## src/rtl/serial_alu_engine.sv

```systemverilog
// Bit-serial W-bit ALU: operands in over a valid/ready handshake, one bit per cycle LSB first, result out over a second handshake.
// Optional signed-overflow output is enabled by defining SERIAL_ALU_OVF_EN.
module serial_alu_engine #(
   parameter int W = 8
) (
   input  logic         clk,
   input  logic         rst_n,
   input  logic         in_valid,
   output logic         in_ready,
   input  logic [W-1:0] a,
   input  logic [W-1:0] b,
   input  logic [2:0]   oc,
   output logic         out_valid,
   input  logic         out_ready,
   output logic [W-1:0] result,
   output logic         flag,
   output logic         zero
`ifdef SERIAL_ALU_OVF_EN
   ,
   output logic         ovf
`endif
);

   // state | meaning
   // IDLE  | waiting for operands, in_ready high
   // RUN   | processing bit cnt_q, one bit per cycle
   // DONE  | result/flags held, out_valid high until taken
   typedef enum logic [1:0] {ST_IDLE, ST_RUN, ST_DONE} state_t;

   localparam int CW = (W > 1) ? $clog2(W) : 1;
   localparam logic [CW-1:0] CNT_LAST = CW'(W - 1);

   localparam logic [2:0] OC_ADD = 3'b000;
   localparam logic [2:0] OC_SUB = 3'b001;
   localparam logic [2:0] OC_MUL = 3'b010;
   localparam logic [2:0] OC_OR  = 3'b011;
   localparam logic [2:0] OC_AND = 3'b100;
   localparam logic [2:0] OC_XOR = 3'b101;

   state_t        state_q, state_d;
   logic [CW-1:0] cnt_q, cnt_d;
   logic          carry_q, carry_d;
   logic [W-1:0]  a_q, a_d, b_q, b_d;
   logic [2:0]    oc_q, oc_d;
   logic [W-1:0]  res_q, res_d;
   logic          flag_q, flag_d;
   logic          zero_q, zero_d;
   logic          ovf_q, ovf_d;

   logic          a_i, b_i, bx, sum, cout, bit_r, arith;
   logic [W-1:0]  shifted;

   always_comb begin
      state_d = state_q;
      cnt_d   = cnt_q;
      carry_d = carry_q;
      a_d     = a_q;
      b_d     = b_q;
      oc_d    = oc_q;
      res_d   = res_q;
      flag_d  = flag_q;
      zero_d  = zero_q;
      ovf_d   = ovf_q;

      a_i   = a_q[cnt_q];
      b_i   = b_q[cnt_q];
      bx    = (oc_q == OC_SUB) ? ~b_i : b_i;
      sum   = a_i ^ bx ^ carry_q;
      cout  = (a_i & bx) | (a_i & carry_q) | (bx & carry_q);
      arith = (oc_q == OC_ADD) || (oc_q == OC_SUB);

      bit_r = 1'b0;
      case (oc_q)
         OC_ADD, OC_SUB: bit_r = sum;
         OC_MUL, OC_AND: bit_r = a_i & b_i;
         OC_OR:          bit_r = a_i | b_i;
         OC_XOR:         bit_r = a_i ^ b_i;
         default:        bit_r = 1'b0;
      endcase
      shifted = {bit_r, res_q[W-1:1]};

      case (state_q)
         ST_IDLE: begin
            if (in_valid) begin
               a_d     = a;
               b_d     = b;
               oc_d    = oc;
               cnt_d   = '0;
               carry_d = (oc == OC_SUB);
               state_d = ST_RUN;
            end
         end
         ST_RUN: begin
            res_d   = shifted;
            carry_d = cout;
            cnt_d   = cnt_q + CW'(1);
            if (cnt_q == CNT_LAST) begin
               state_d = ST_DONE;
               cnt_d   = '0;
               flag_d  = (oc_q == OC_ADD) ? cout : ((oc_q == OC_SUB) ? ~cout : 1'b0);
               zero_d  = (shifted == '0);
               // signed overflow: carry into the MSB differs from carry out of it
               ovf_d   = arith ? (carry_q ^ cout) : 1'b0;
            end
         end
         ST_DONE: begin
            if (out_ready) state_d = ST_IDLE;
         end
         default: state_d = ST_IDLE;
      endcase
   end

   always_ff @(posedge clk or negedge rst_n) begin
      if (!rst_n) begin
         state_q <= ST_IDLE;
         cnt_q   <= '0;
         carry_q <= 1'b0;
         a_q     <= '0;
         b_q     <= '0;
         oc_q    <= '0;
         res_q   <= '0;
         flag_q  <= 1'b0;
         zero_q  <= 1'b0;
         ovf_q   <= 1'b0;
      end else begin
         state_q <= state_d;
         cnt_q   <= cnt_d;
         carry_q <= carry_d;
         a_q     <= a_d;
         b_q     <= b_d;
         oc_q    <= oc_d;
         res_q   <= res_d;
         flag_q  <= flag_d;
         zero_q  <= zero_d;
         ovf_q   <= ovf_d;
      end
   end

   assign in_ready  = (state_q == ST_IDLE);
   assign out_valid = (state_q == ST_DONE);
   assign result    = res_q;
   assign flag      = flag_q;
   assign zero      = zero_q;

`ifdef SERIAL_ALU_OVF_EN
   assign ovf = ovf_q;
`else
   logic unused_ovf;
   assign unused_ovf = ovf_q;
`endif

endmodule

```

## config.mk

```make
export PLATFORM = sky130hd
export DESIGN_NAME = serial_alu_engine
export DESIGN_NICKNAME = d
export VERILOG_FILES = /design/src/rtl/serial_alu_engine.sv
export SDC_FILE = /design/constraint.sdc
export NUM_CORES = 1
export LEC_CHECK = 0
export CAP_MARGIN = 10
export CORE_MARGIN = 1.5
export CORE_UTILIZATION = 47
export CTS_BUF_LIST = sky130_fd_sc_hd__clkbuf_4 sky130_fd_sc_hd__clkbuf_8
export DETAILED_ROUTE_END_ITERATION = 10
export HOLD_SLACK_MARGIN = 0.15
export PLACE_DENSITY = 0.78
export SETUP_SLACK_MARGIN = 0.4
export SLEW_MARGIN = 20
export SYNTH_ARGS = -nofsm -noshare
export SYNTH_HDL_FRONTEND = slang
export SYNTH_SLANG_ARGS = --single-unit
```

## constraint.sdc

```tcl
create_clock -name clk -period 2.2 [get_ports clk]
set_input_delay 0.44 -clock clk [delete_from_list [all_inputs] [get_ports clk]]
set_output_delay 0.44 -clock clk [all_outputs]
set_load 0.01 [all_outputs]
```

==> run summary, run 1 <==
Total power for the finished layout comes to 3.16 mW. The synthesized netlist occupies a cell area of 0.00164 mm^2. Setup repair after global routing could not meet its margin everywhere. The clock sink count came out at 35.

The cell count after synthesis came out at 177. By startpoint and endpoint, the worst setup path is classified as flip-flop to flip-flop. Multiplexer cells account for 7.50% of the synthesized area.

The peak supply drop is 0.000612 V. The aggregate negative setup slack came out at -124 ps. The terminus of the critical flop-to-flop path is zero. The main flop type after synthesis is sky130_fd_sc_hd__dfrtp_1. The cell at the root of the clock tree is sky130_fd_sc_hd__clkbuf_4.

Setup violations remaining at the end of the flow were counted as 2. The area added between synthesis and finish came out at 32.8%. The worst-path cell with the longest stage delay is sky130_fd_sc_hd__mux4_2. The number of max-slew violations in the final report is 0.

The sequential element share of the synthesized area is 53.6%. The number of fill cells in the layout is 291. The initial utilization of the core area, before any placement, comes to 49.0%. The placed instance area came out at 0.00204 mm^2. The width of the die came out at 62.0 um. Counting both buffers and inverters, the worst setup path holds a total of 0. The final RePlAce weighted congestion is 0.756. The number of nets in the finished design is 248. The core area is 0.00334 mm^2. Once routing completed, OpenROAD measured the worst setup slack at -115 ps. The share of the cycle needed by the critical path after routing came out at 105%. Headroom to the max-slew limit came out at 57.2%.

TritonCTS built the clock tree. Before antenna repair, the detailed router went through 4 iterations. The share of the synthesized netlist area taken by xor and xnor gates came out at 1.07%. The portion of total power attributed to the clock network came out at 15.4%. The number of port buffers is 34. The switching power is 1.16 mW.

The clock buffer count from CTS is 5. The area of the die came out at 0.00384 mm^2. The clock arrives with 17.5 ps of skew.

The number of diodes added for antenna fixing is 0. Counting every net in the synthesized netlist gives 205. By area, the combinational part of the netlist is dominated by simple AND/OR/NAND/NOR gates. The final cell area excluding filler cells is 0.00217 mm^2. The portion of total power attributed to combinational logic came out at 47.8%. On the critical path the largest part of the delay comes from multiplexers. Yosys printed 0 warnings.

The worst hold path terminates at flag. The number of global-route vias before repair came out at 1242. Traced cell by cell, the critical path runs through mux4_2 -> mux2i_4 -> xnor2_2 -> fa_1 -> a32oi_1 -> o21ai_1 -> a32o_1. The average cell area after synthesis came out at 9.24 um^2. The flow ran to the end, but the final reports show violations.

The die outline height came out at 62.0 um. The relative contribution of sequential cells to total power came out at 36.7%. Of all flip-flops after synthesis, the portion carrying an async set or reset was 100%. In this run the most critical hold path is launched from flag. Synthesis instantiated 26 different standard cells from the library. The startpoint class of the critical path is a flip-flop.

The area fraction in compound gates after synthesis came out at 4.82%. Across the run, the number of max-cap violations was 0. The clock reaches the later pin of the worst-skew pair after 340 ps.

The achievable frequency is 0.432 GHz. In this run the worst hold path is classified as flip-flop to flip-flop. For this block, the initial DRC count from the detailed router was 57. The actual slew at the worst max-slew pin is 640 ps. Clock-pin slew was measured on the worst setup and hold paths at 120 ps. For flop-to-flop paths, the worst setup slack is -120 ps. The static power due to leakage is 1.09 nW. The HPWL after detailed placement is 2260 um.

The final wirelength is 3200 um. The final reports fail on setup timing. The cell-internal power is 1.99 mW. Once detail routing completed, the nets flagged for antenna violations numbered 0. The startpoint of the worst register-to-register path is cnt_q[0]. The pin count of the biggest net entering global routing came out at 36.

The via density per instance is 4.81. Cells with a size suffix above 1 make up 12.2% of the layout. The H-tree depth is 2.

The post-layout minimum cycle time is 2320 ps. The switching fraction of total power is 36.8%. The number of buffers on the longest clock path is 2. The synthesized netlist devotes 24.9% of its cell area to simple gates. Counting flops and latches in the post-synthesis netlist gives 35. In this design, the stage delay of the slowest critical-path cell is 540 ps. The required time reported for the critical path endpoint came out at 2450 ps. The number of antenna violations at the first check in global routing came out at 0. The power per cell area is 1450 mW/mm^2. Pin placement for this block handled 35 I/O pins. The number of enable flip-flop cells after synthesis came out at 0. The hold path depth is 2. The number of endpoints with negative hold slack in the final report came to 0. The overall track demand over capacity in global routing is 20.6%. The worst endpoint data arrival time came out at 2560 ps. The detailed router placed 1285 vias in this run. The DRC violation count after routing is 0. The number of cell instances on the worst register-to-register path came out at 7. Of all nets on the critical path, the largest fanout is 5. The fraction of the mapped netlist area in adder cells is 4.28%. The number of rows created at floorplan came out at 21. STA classifies the critical path endpoint as a flip-flop.

The detailed-route wire length per cell came out at 12.0 um. After global routing the overflow that remains totals 0. The first global-routing pass estimated 5450 um of wire.
-- repair_timing --
item | in CTS | in global routing
cloned | 0 | 0
gates resized for setup | 4 | 3
endpoints found under the setup margin | 6 | 10
hold buffers | 0 | 0
setup buffers | 2 | 3
pin swaps | 1 | 0
-- synth_stat cells, types with 2 or more instances --
cell | number | area [um^2]
sky130_fd_sc_hd__nand2b_1 | 4 | 25.0
sky130_fd_sc_hd__dfrtp_1 | 35 | 876
sky130_fd_sc_hd__o21ai_1 | 3 | 15.0
sky130_fd_sc_hd__xnor2_1 | 2 | 17.5
sky130_fd_sc_hd__o21ai_0 | 5 | 25.0
sky130_fd_sc_hd__inv_1 | 5 | 18.8
sky130_fd_sc_hd__nor2_1 | 4 | 15.0
sky130_fd_sc_hd__buf_2 | 3 | 15.0
sky130_fd_sc_hd__nand2_1 | 87 | 327
sky130_fd_sc_hd__clkbuf_1 | 5 | 18.8
sky130_fd_sc_hd__nand3_1 | 3 | 15.0
sky130_fd_sc_hd__mux4_2 | 4 | 90.1
sky130_fd_sc_hd__ha_1 | 4 | 50.1
-- registers in the layout, summed over array words and instances (netlist names) --
| name | cells |
|---|---|
| cnt_q | 3 |
| b_q | 8 |
| state_q | 2 |
| carry_q | 1 |
| result | 8 |
| a_q | 8 |
| flag | 1 |
| zero | 1 |
| oc_q | 3 |
-- cells by family after synthesis --
group,Yosys count
AOI/OAI and AO/OA,13
xor gates and xnor gates,2
adders and majority gates,5
buffers and inverters,14
DFF,35
muxes,6
and+or+nand+nor,102
-- per-layer routing --
layer  vias to the layer above  track usage [%]  routed length, um
li1                        649                -                  -
met1                       602             25.0               1410
met2                        30             33.3               1610
met3                         4             8.07                136
met4                         0             7.29                 44
met5                         -                0                  0
-- cell usage in the layout, fill, tap and decap left out --
cell and count:
sky130_fd_sc_hd__o21ai_0 5, sky130_fd_sc_hd__or4_1 1, sky130_fd_sc_hd__clkbuf_4 5, sky130_fd_sc_hd__nor3_1 1, sky130_fd_sc_hd__and2_0 1, sky130_fd_sc_hd__o211ai_1 1, sky130_fd_sc_hd__mux4_2 4, sky130_fd_sc_hd__buf_4 11
sky130_fd_sc_hd__clkdlybuf4s50_1 30, sky130_fd_sc_hd__clkbuf_8 1, sky130_fd_sc_hd__xnor2_1 1, sky130_fd_sc_hd__a21oi_1 1, sky130_fd_sc_hd__nor2_1 3, sky130_fd_sc_hd__mux2i_4 1, sky130_fd_sc_hd__ha_1 4, sky130_fd_sc_hd__nor2_2 1
sky130_fd_sc_hd__a32oi_1 1, sky130_fd_sc_hd__bufinv_16 1, sky130_fd_sc_hd__o21ai_1 3, sky130_fd_sc_hd__nand2b_1 4, sky130_fd_sc_hd__xnor2_2 1, sky130_fd_sc_hd__nand2_1 87, sky130_fd_sc_hd__nor2b_1 1, sky130_fd_sc_hd__o31ai_1 1
sky130_fd_sc_hd__fa_1 1, sky130_fd_sc_hd__dfrtp_2 1, sky130_fd_sc_hd__inv_1 5, sky130_fd_sc_hd__a32o_1 1, sky130_fd_sc_hd__dfrtp_1 34, sky130_fd_sc_hd__nand3_1 3, sky130_fd_sc_hd__mux2i_1 1, sky130_fd_sc_hd__clkdlybuf4s15_1 1
sky130_fd_sc_hd__clkinv_2 1, sky130_fd_sc_hd__dlygate4sd2_1 1, sky130_fd_sc_hd__dlymetal6s2s_1 2
-- per-stage QoR --
stage / setup WS (ps) / utilization [%] / hold WS [ps] / cells
4_1_cts: -138 / 64.2 / 490 / 264
5_1_grt: -244 / 65.1 / 520 / 267
3_5_place_dp: -221 / 61.2 / 465 / 254
6_report: -115 / 65.1 / 488 / 267
2_1_floorplan: -92.7 / - / 144 / 177
3_3_place_gp: -137 / 61.2 / 461 / 254
-- worst max path at each step --
stage	start	endpoint	slack [ps]	cells past startpoint
6_report	cnt_q[0]	zero	-120	7
5_1_grt	cnt_q[0]	zero	-240	7
4_1_cts	cnt_q[0]	zero	-140	7
3_5_place_dp	cnt_q[0]	zero	-220	7
3_3_place_gp	cnt_q[0]	zero	-140	7
2_1_floorplan	cnt_q[0]	zero	-90	8
-- tightest hold or removal path, delay by kind of cell, from the launching register on --
| kind | cells | cell delay, ps |
|---|---|---|
| simple gates | 1 | 50 |
| flops | 1 | 360 |
| compound gates | 1 | 60 |
-- layout make-up --
class	count	area, um^2	share of cell area [%]
clock inverters	2	35.0	1.61
multi-input cells	128	706	32.5
flip-flops and latches	35	877	40.4
clock buffers	6	51.3	2.36
repair buffers	45	427	19.6
well taps	46	57.6	2.65
inverters	5	18.8	0.864
-- power by group through the flow --
stage,clock network [mW],logic (mW),registers (mW)
final,0.487,1.51,1.16
after floorplan,0,0.999,1.14
after detailed placement,0,1.45,1.18
after global routing,0.524,1.72,1.20
after global placement,0,1.39,1.17
after CTS,0.491,1.50,1.17
No activity file was read; power rests on OpenSTA's default activity.
==> inputs of run 2 (changes only) <==
--- a/config.mk
+++ b/config.mk
@@ -11,7 +11,7 @@
 export CTS_BUF_LIST = sky130_fd_sc_hd__clkbuf_4 sky130_fd_sc_hd__clkbuf_8
 export DETAILED_ROUTE_END_ITERATION = 10
 export HOLD_SLACK_MARGIN = 0.15
-export PLACE_DENSITY = 0.78
+export PLACE_DENSITY = 0.77
 export SETUP_SLACK_MARGIN = 0.4
 export SLEW_MARGIN = 20
 export SYNTH_ARGS = -nofsm -noshare
==> run summary, run 2 (synthesis results as in run 1) <==
The clock-pin transition on the worst setup and hold timing paths is 110 ps (about the same). The aggregate global routing overflow is 0 (unchanged). The width of the die is 62.0 um (unchanged).

The top-level port count came out at 35 (unchanged). The die outline height came to 62.0 um (unchanged). The signal on the critical path passes through mux4_2 -> mux2i_4 -> xnor2_2 -> fa_1 -> a32oi_1 -> o21ai_1 -> a32o_1. STA classifies the critical path endpoint as a flip-flop.

The delay contributed by the slowest stage of the critical path is 550 ps (about the same). The final wirelength is 3420 um (+7.0%). The number of max-slew violations in the final report was 0 (unchanged). The maximum fanout count along the critical path is 5 (unchanged). The worst setup path category is flip-flop to flip-flop.

The final RePlAce weighted congestion came out at 0.772 (+2.2%). The worst setup path is launched from a flip-flop. The initial cell density of the core came out at 49.0% (unchanged). The post-layout minimum cycle time came out at 2360 ps (+44.4 ps). The number of rows created at floorplan is 21 (unchanged). The core area came out at 0.00334 mm^2 (unchanged). The power per cell area is 1470 mW/mm^2 (+1.4%). The max-cap violation count came out at 0 (unchanged).

The pin count of the biggest net entering global routing is 36 (unchanged). The achievable frequency came to 0.424 GHz (-1.9%). The final reports fail on setup timing.

The CTS tree is built. The H-tree depth came out at 2 (unchanged). The final total power came out at 3.22 mW (+2.0%). The via density per instance came to 4.93 (+2.3%).

The via count of the routed design is 1325 (+3.1%). The pre-CTS setup slack is -215 ps (+5.70 ps). The final standard cell utilization of the core came out at 65.5% (+0.41 points). Leaving out fill and tap cells, the most frequent cells in the layout are sky130_fd_sc_hd__nand2_1, sky130_fd_sc_hd__dfrtp_1, sky130_fd_sc_hd__clkdlybuf4s50_1. Leaving out fill and tap cells, the most frequent cell in the layout is sky130_fd_sc_hd__nand2_1. The post-route worst hold slack came out at 483 ps (-4.45 ps). The area of the die came out at 0.00384 mm^2 (unchanged). The overall track demand over capacity in global routing is 20.8% (+0.19 points). The number of global-route vias before repair came out at 1286 (+3.5%). The number of nets with antenna violations after routing came out at 0 (unchanged).

The share of the cycle needed by the critical path after routing came to 107% (+2.0 points). The DRC violation count after routing is 0 (unchanged). The clock latency reported for the late side of the worst-skew pair came out at 360 ps (+20 ps). The aggregate negative setup slack came out at -280 ps (-155 ps).

The clock buffer count from CTS was 5 (unchanged). The count of buffer and inverter cells on the critical path is 0 (unchanged). The placed instance area came out at 0.00204 mm^2 (unchanged).

The number of endpoints with negative hold slack in the final report came out at 0 (unchanged). The cell at the root of the clock tree is sky130_fd_sc_hd__clkbuf_4. The tightest min-delay check is of the input port to asynchronous set/reset pin type. The detailed-route wire length per cell came out at 12.7 um (+6.2%). The number of diodes added for antenna fixing came out at 0 (unchanged). The number of port buffers was 34 (unchanged). The half-perimeter wire length after detailed placement is 2370 um (+5.1%).

The area added between synthesis and finish came out at 33.7%. The first-iteration detailed-routing DRC count came out at 49 (-14%). The clock sink count came out at 35 (unchanged). The number of standard cells in the final layout excluding fillers came to 269 (+0.75%). The wire length of the first global-routing pass came out at 5630 um (+3.3%). Setup repair after global routing could not meet its margin everywhere.

The required time reported for the critical path endpoint came out at 2460 ps (about the same). The number of antenna violations at the first check in global routing is 0 (unchanged). The slowest stage of the critical path is the sky130_fd_sc_hd__mux4_2 cell. The run finished, with violations left. The actual slew at the worst max-slew pin came out at 661 ps (+20.4 ps). The static power due to leakage is 1.12 nW (+2.5%). The kind of cell adding the most delay to the critical path is multiplexers.

The layout cell share with drive strength beyond 1 came out at 12.6% (+0.34 points). The number of nets in the finished design was 250 (+0.81%). The least setup slack across all paths after layout is -160 ps (-44.4 ps). The number of buffers on the longest clock path was 2 (unchanged). The relative max-transition margin is 55.9% (-1.4 points). The final cell area excluding filler cells is 0.00219 mm^2 (+0.63%). The peak supply drop came out at 0.000573 V (-6.4%). The worst endpoint data arrival time came to 2620 ps (+60 ps). The iteration count of the initial detailed-routing pass is 4 (unchanged). The final-report setup violation count came to 3 (+1). The count of placed standard cells including taps came out at 254 (unchanged).

The worst clock skew on the final layout is 9.13 ps (-8.34 ps).
==> run 2: cell type report <==
type / count / area (um^2)
Clock buffer: 6 / 51.3
Clock inverter: 2 / 35.0
Fill cell: 288 / 1150
Inverter: 5 / 18.8
Multi-Input combinational cell: 128 / 703
Sequential cell: 35 / 877
Tap cell: 46 / 57.6
Timing Repair Buffer: 47 / 443
==> run 2: power by group <==
group	total [mW]	switching, mW	internal, mW
combinational	1.57	0.746	0.820
clock	0.491	0.222	0.268
sequential	1.16	0.230	0.933
total	3.22	1.20	2.02
==> run 2: metal layers <==
metal  vias to the layer above  wire length [um]  track usage (%)
li1                        655                 -                -
met1                       621              1450             25.2
met2                        38              1700             33.0
met3                        11               170             6.42
met4                         0               105             11.2
met5                         -                 0                0
==> run 2: final timing paths <==
check	startpoint	endpoint	slack, ps	cells past startpoint
max reg2reg	cnt_q[0]	zero	-160	7
min	rst_n	result[4]	480	2
max in group asynchronous	rst_n	cnt_q[0]	1390	2
max	cnt_q[0]	zero	-160	7
min reg2reg	b_q[7]	b_q[7]	490	2
min in group clk	b_q[7]	b_q[7]	490	2
==> run 2: repair_timing <==
item / in CTS / in global routing
buffers inserted: 2 / 5
setup endpoints to repair: 6 / 11
hold endpoints to repair: 0 / 0
hold buffers: 0 / 0
gates resized for setup: 3 / 3
pin swaps: 0 / 2
==> run 2: worst reg2reg max path, stage by stage, from the launching register on <==
cell and delay [ps]:
sky130_fd_sc_hd__dfrtp_2 450, sky130_fd_sc_hd__mux4_2 550, sky130_fd_sc_hd__mux2i_4 190, sky130_fd_sc_hd__xnor2_2 90, sky130_fd_sc_hd__fa_1 460, sky130_fd_sc_hd__a32oi_1 160
sky130_fd_sc_hd__o21ai_1 120, sky130_fd_sc_hd__a32o_1 230
==> inputs of run 3 (changes only) <==
--- a/config.mk
+++ b/config.mk
@@ -7,13 +7,14 @@
 export LEC_CHECK = 0
 export CAP_MARGIN = 10
 export CORE_MARGIN = 1.5
-export CORE_UTILIZATION = 47
+export CORE_UTILIZATION = 58
 export CTS_BUF_LIST = sky130_fd_sc_hd__clkbuf_4 sky130_fd_sc_hd__clkbuf_8
 export DETAILED_ROUTE_END_ITERATION = 10
+export DONT_BUFFER_PORTS = 1
 export HOLD_SLACK_MARGIN = 0.15
-export PLACE_DENSITY = 0.77
+export PLACE_DENSITY = 0.75
 export SETUP_SLACK_MARGIN = 0.4
-export SLEW_MARGIN = 20
 export SYNTH_ARGS = -nofsm -noshare
 export SYNTH_HDL_FRONTEND = slang
 export SYNTH_SLANG_ARGS = --single-unit
+export TNS_END_PERCENT = 50
==> run summary, run 3 (synthesis results as in run 1) <==
The run finished, with violations left. The checks that failed: setup timing. The relative max-transition margin is 54.1% (-1.8 points). The critical path goes through mux4_2 -> mux2i_4 -> xnor2_2 -> fa_1 -> a32oi_1 -> o21ai_1 -> a32o_1.

The first-iteration detailed-routing DRC count is 70 (+43%). The die outline height is 56.1 um (-9.5%). The final standard cell utilization of the core is 65.9% (+0.42 points). The initial cell density of the core came out at 60.3% (+11 points). The number of nets in the finished design is 210 (-16%).

The number of rows created at floorplan came out at 19 (-9.5%). The startpoint class of the critical path is a flip-flop. The DRC violation count after routing is 0 (unchanged). The achievable frequency was 0.425 GHz (+0.29%).

The delay contributed by the slowest stage of the critical path came out at 550 ps (about the same). The half-perimeter wire length after detailed placement is 2150 um (-9.6%). In this run the worst hold path is classified as input port to flip-flop. The power per cell area is 1620 mW/mm^2 (+10%).

The number of buffers on the longest clock path was 2 (unchanged). The H-tree depth came out at 2 (unchanged). The wire length of the first global-routing pass came to 5100 um (-9.4%). The width of the die came out at 56.1 um (-9.5%). The static power due to leakage is 0.913 nW (-18%).

The worst endpoint data arrival time is 2600 ps (-20 ps). The overall track demand over capacity in global routing is 21.1% (+0.33 points). Setup repair after global routing could not meet its margin everywhere. The number of nets with antenna violations after routing is 0 (unchanged). The via density per instance came out at 5.47 (+11%). In the layout the commonest cells are sky130_fd_sc_hd__nand2_1, sky130_fd_sc_hd__dfrtp_1. The layout cell share with drive strength beyond 1 came out at 11.5% (-1.1 points). The clock buffer count from CTS came to 5 (unchanged). The type of element capturing the critical path is a flip-flop. The root buffer cell chosen for the clock tree is sky130_fd_sc_hd__clkbuf_4. Leaving out fill and tap cells, the most frequent cell in the layout is sky130_fd_sc_hd__nand2_1.

The clock latency reported for the late side of the worst-skew pair came out at 340 ps (-20 ps). The number of endpoints with negative hold slack in the final report is 0 (unchanged). The number of diodes added for antenna fixing is 0 (unchanged).

The via count of the routed design is 1170 (-12%). The actual slew at the worst max-slew pin is 687 ps (+26.1 ps). The clock sink count came out at 35 (unchanged). The final RePlAce weighted congestion came out at 0.771 (-0.12%).

From synthesis to final layout, the design area changed by 9.26%. The pin count of the biggest net entering global routing was 36 (unchanged). The number of max-slew violations in the final report is 0 (unchanged).

The worst-path cell with the longest stage delay is sky130_fd_sc_hd__mux4_2. The share of the cycle needed by the critical path after routing came out at 107% (-0.31 points). The placed instance area came out at 0.00167 mm^2 (-18%). The number of antenna violations at the first check in global routing is 0 (unchanged). The final cell area excluding filler cells came out at 0.00179 mm^2 (-18%). The maximum fanout count along the critical path came out at 5 (unchanged). The post-layout minimum cycle time came to 2350 ps (-6.77 ps).

The final wirelength came out at 2940 um (-14%). The detailed-route wire length per cell is 13.8 um (+8.1%). The count of buffer and inverter cells on the critical path is 0 (unchanged). The top-level port count is 35 (unchanged). The worst setup path category is flip-flop to flip-flop.

The core area is 0.00271 mm^2 (-19%). The cell family contributing the most delay on the critical path is multiplexers. The aggregate global routing overflow was 0 (unchanged). TritonCTS built the clock tree.

The required time reported for the critical path endpoint came out at 2440 ps (-20 ps). The final-report setup violation count is 2 (-1). The worst clock skew on the final layout came out at 10.7 ps (+1.55 ps). The number of global-route vias before repair is 1239 (-3.7%). The least setup slack across all paths after layout is -153 ps (+6.77 ps). The peak supply drop is 0.00117 V (+100%).

The clock-pin transition on the worst setup and hold timing paths is 120 ps (about the same). The iteration count of the initial detailed-routing pass is 5 (+1). The number of port buffers is 0 (-100%). The max-cap violation count came out at 0 (unchanged). The number of fill cells in the layout is 236 (-18%).

The area of the die is 0.00315 mm^2 (-18%).
[run 3: cell count changes in the layout (fill, tap and decap cells not counted), sizes merged]
cell           change
dlygate4sd3        +1
dlygate4sd2        -2
clkinv             +1
clkdlybuf4s50     -29
buf                -7
dlymetal6s2s       -3
clkbuf             -1
[run 3: routing by layer]
metal	wire (um)	share of wire, %	vias up	track usage (%)
li1	-	-	576	-
met1	1240	42	549	25.4
met2	1510	51	40	35.6
met3	157	5.3	5	5.81
met4	36	1.2	0	8.84
met5	0	0	-	0
[run 3: repair_timing]
| item | in CTS | in global routing |
|---|---|---|
| buffers inserted | 1 | 0 |
| setup endpoints to repair | 4 | 4 |
| hold endpoints to repair | 35 | 0 |
| hold buffers | 2 | 0 |
| pin swaps | 0 | 0 |
| gates resized for setup | 1 | 0 |
[run 3: report_power, final]
group / switching [mW] / leakage (nW) / internal (mW)
logic: 0.631 / 0.428 / 0.600
registers: 0.275 / 0.440 / 0.932
clock network: 0.223 / 0.0452 / 0.239
[run 3: final timing paths]
kind                            startpoint         to  slack (ps)  depth (start not counted)
worst max-delay path              cnt_q[0]       zero        -150                          7
worst min-delay path                  a[0]     a_q[0]         210                          2
worst max register to register    cnt_q[0]       zero        -150                          7
worst min register to register      a_q[2]     a_q[2]         490                          2
max in group asynchronous            rst_n   cnt_q[0]        1470                          2
min in group asynchronous            rst_n  result[0]         530                          2
[run 3: stage by stage]
step | worst slack, ps | hold WS, ps | total power [mW] | std cells | setup TNS, ps
after global placement | -148 | 145 | 2.33 | 203 | -177
final | -153 | 206 | 2.90 | 214 | -208
after CTS | -165 | 196 | 2.93 | 214 | -233
after floorplan | -92.7 | 144 | 2.14 | 177 | -92.7
after detailed placement | -234 | 145 | 2.42 | 203 | -410
after global routing | -246 | 196 | 3.15 | 214 | -467
[run 3: worst reg2reg max path: stages, from the launching register on]
cell and delay, ps:
sky130_fd_sc_hd__dfrtp_2 450, sky130_fd_sc_hd__mux4_2 550, sky130_fd_sc_hd__mux2i_4 190, sky130_fd_sc_hd__xnor2_2 90, sky130_fd_sc_hd__fa_1 470, sky130_fd_sc_hd__a32oi_1 160
sky130_fd_sc_hd__o21ai_1 120, sky130_fd_sc_hd__a32o_1 230
[run 3: cell type report]
class	count	area, um^2	area share [%]
Sequential cell	35	877	49.1
Multi-Input combinational cell	128	703	39.4
Timing Repair Buffer	7	67.6	3.78
Clock inverter	3	43.8	2.45
Tap cell	31	38.8	2.17
Clock buffer	5	37.5	2.10
Inverter	5	18.8	1.05
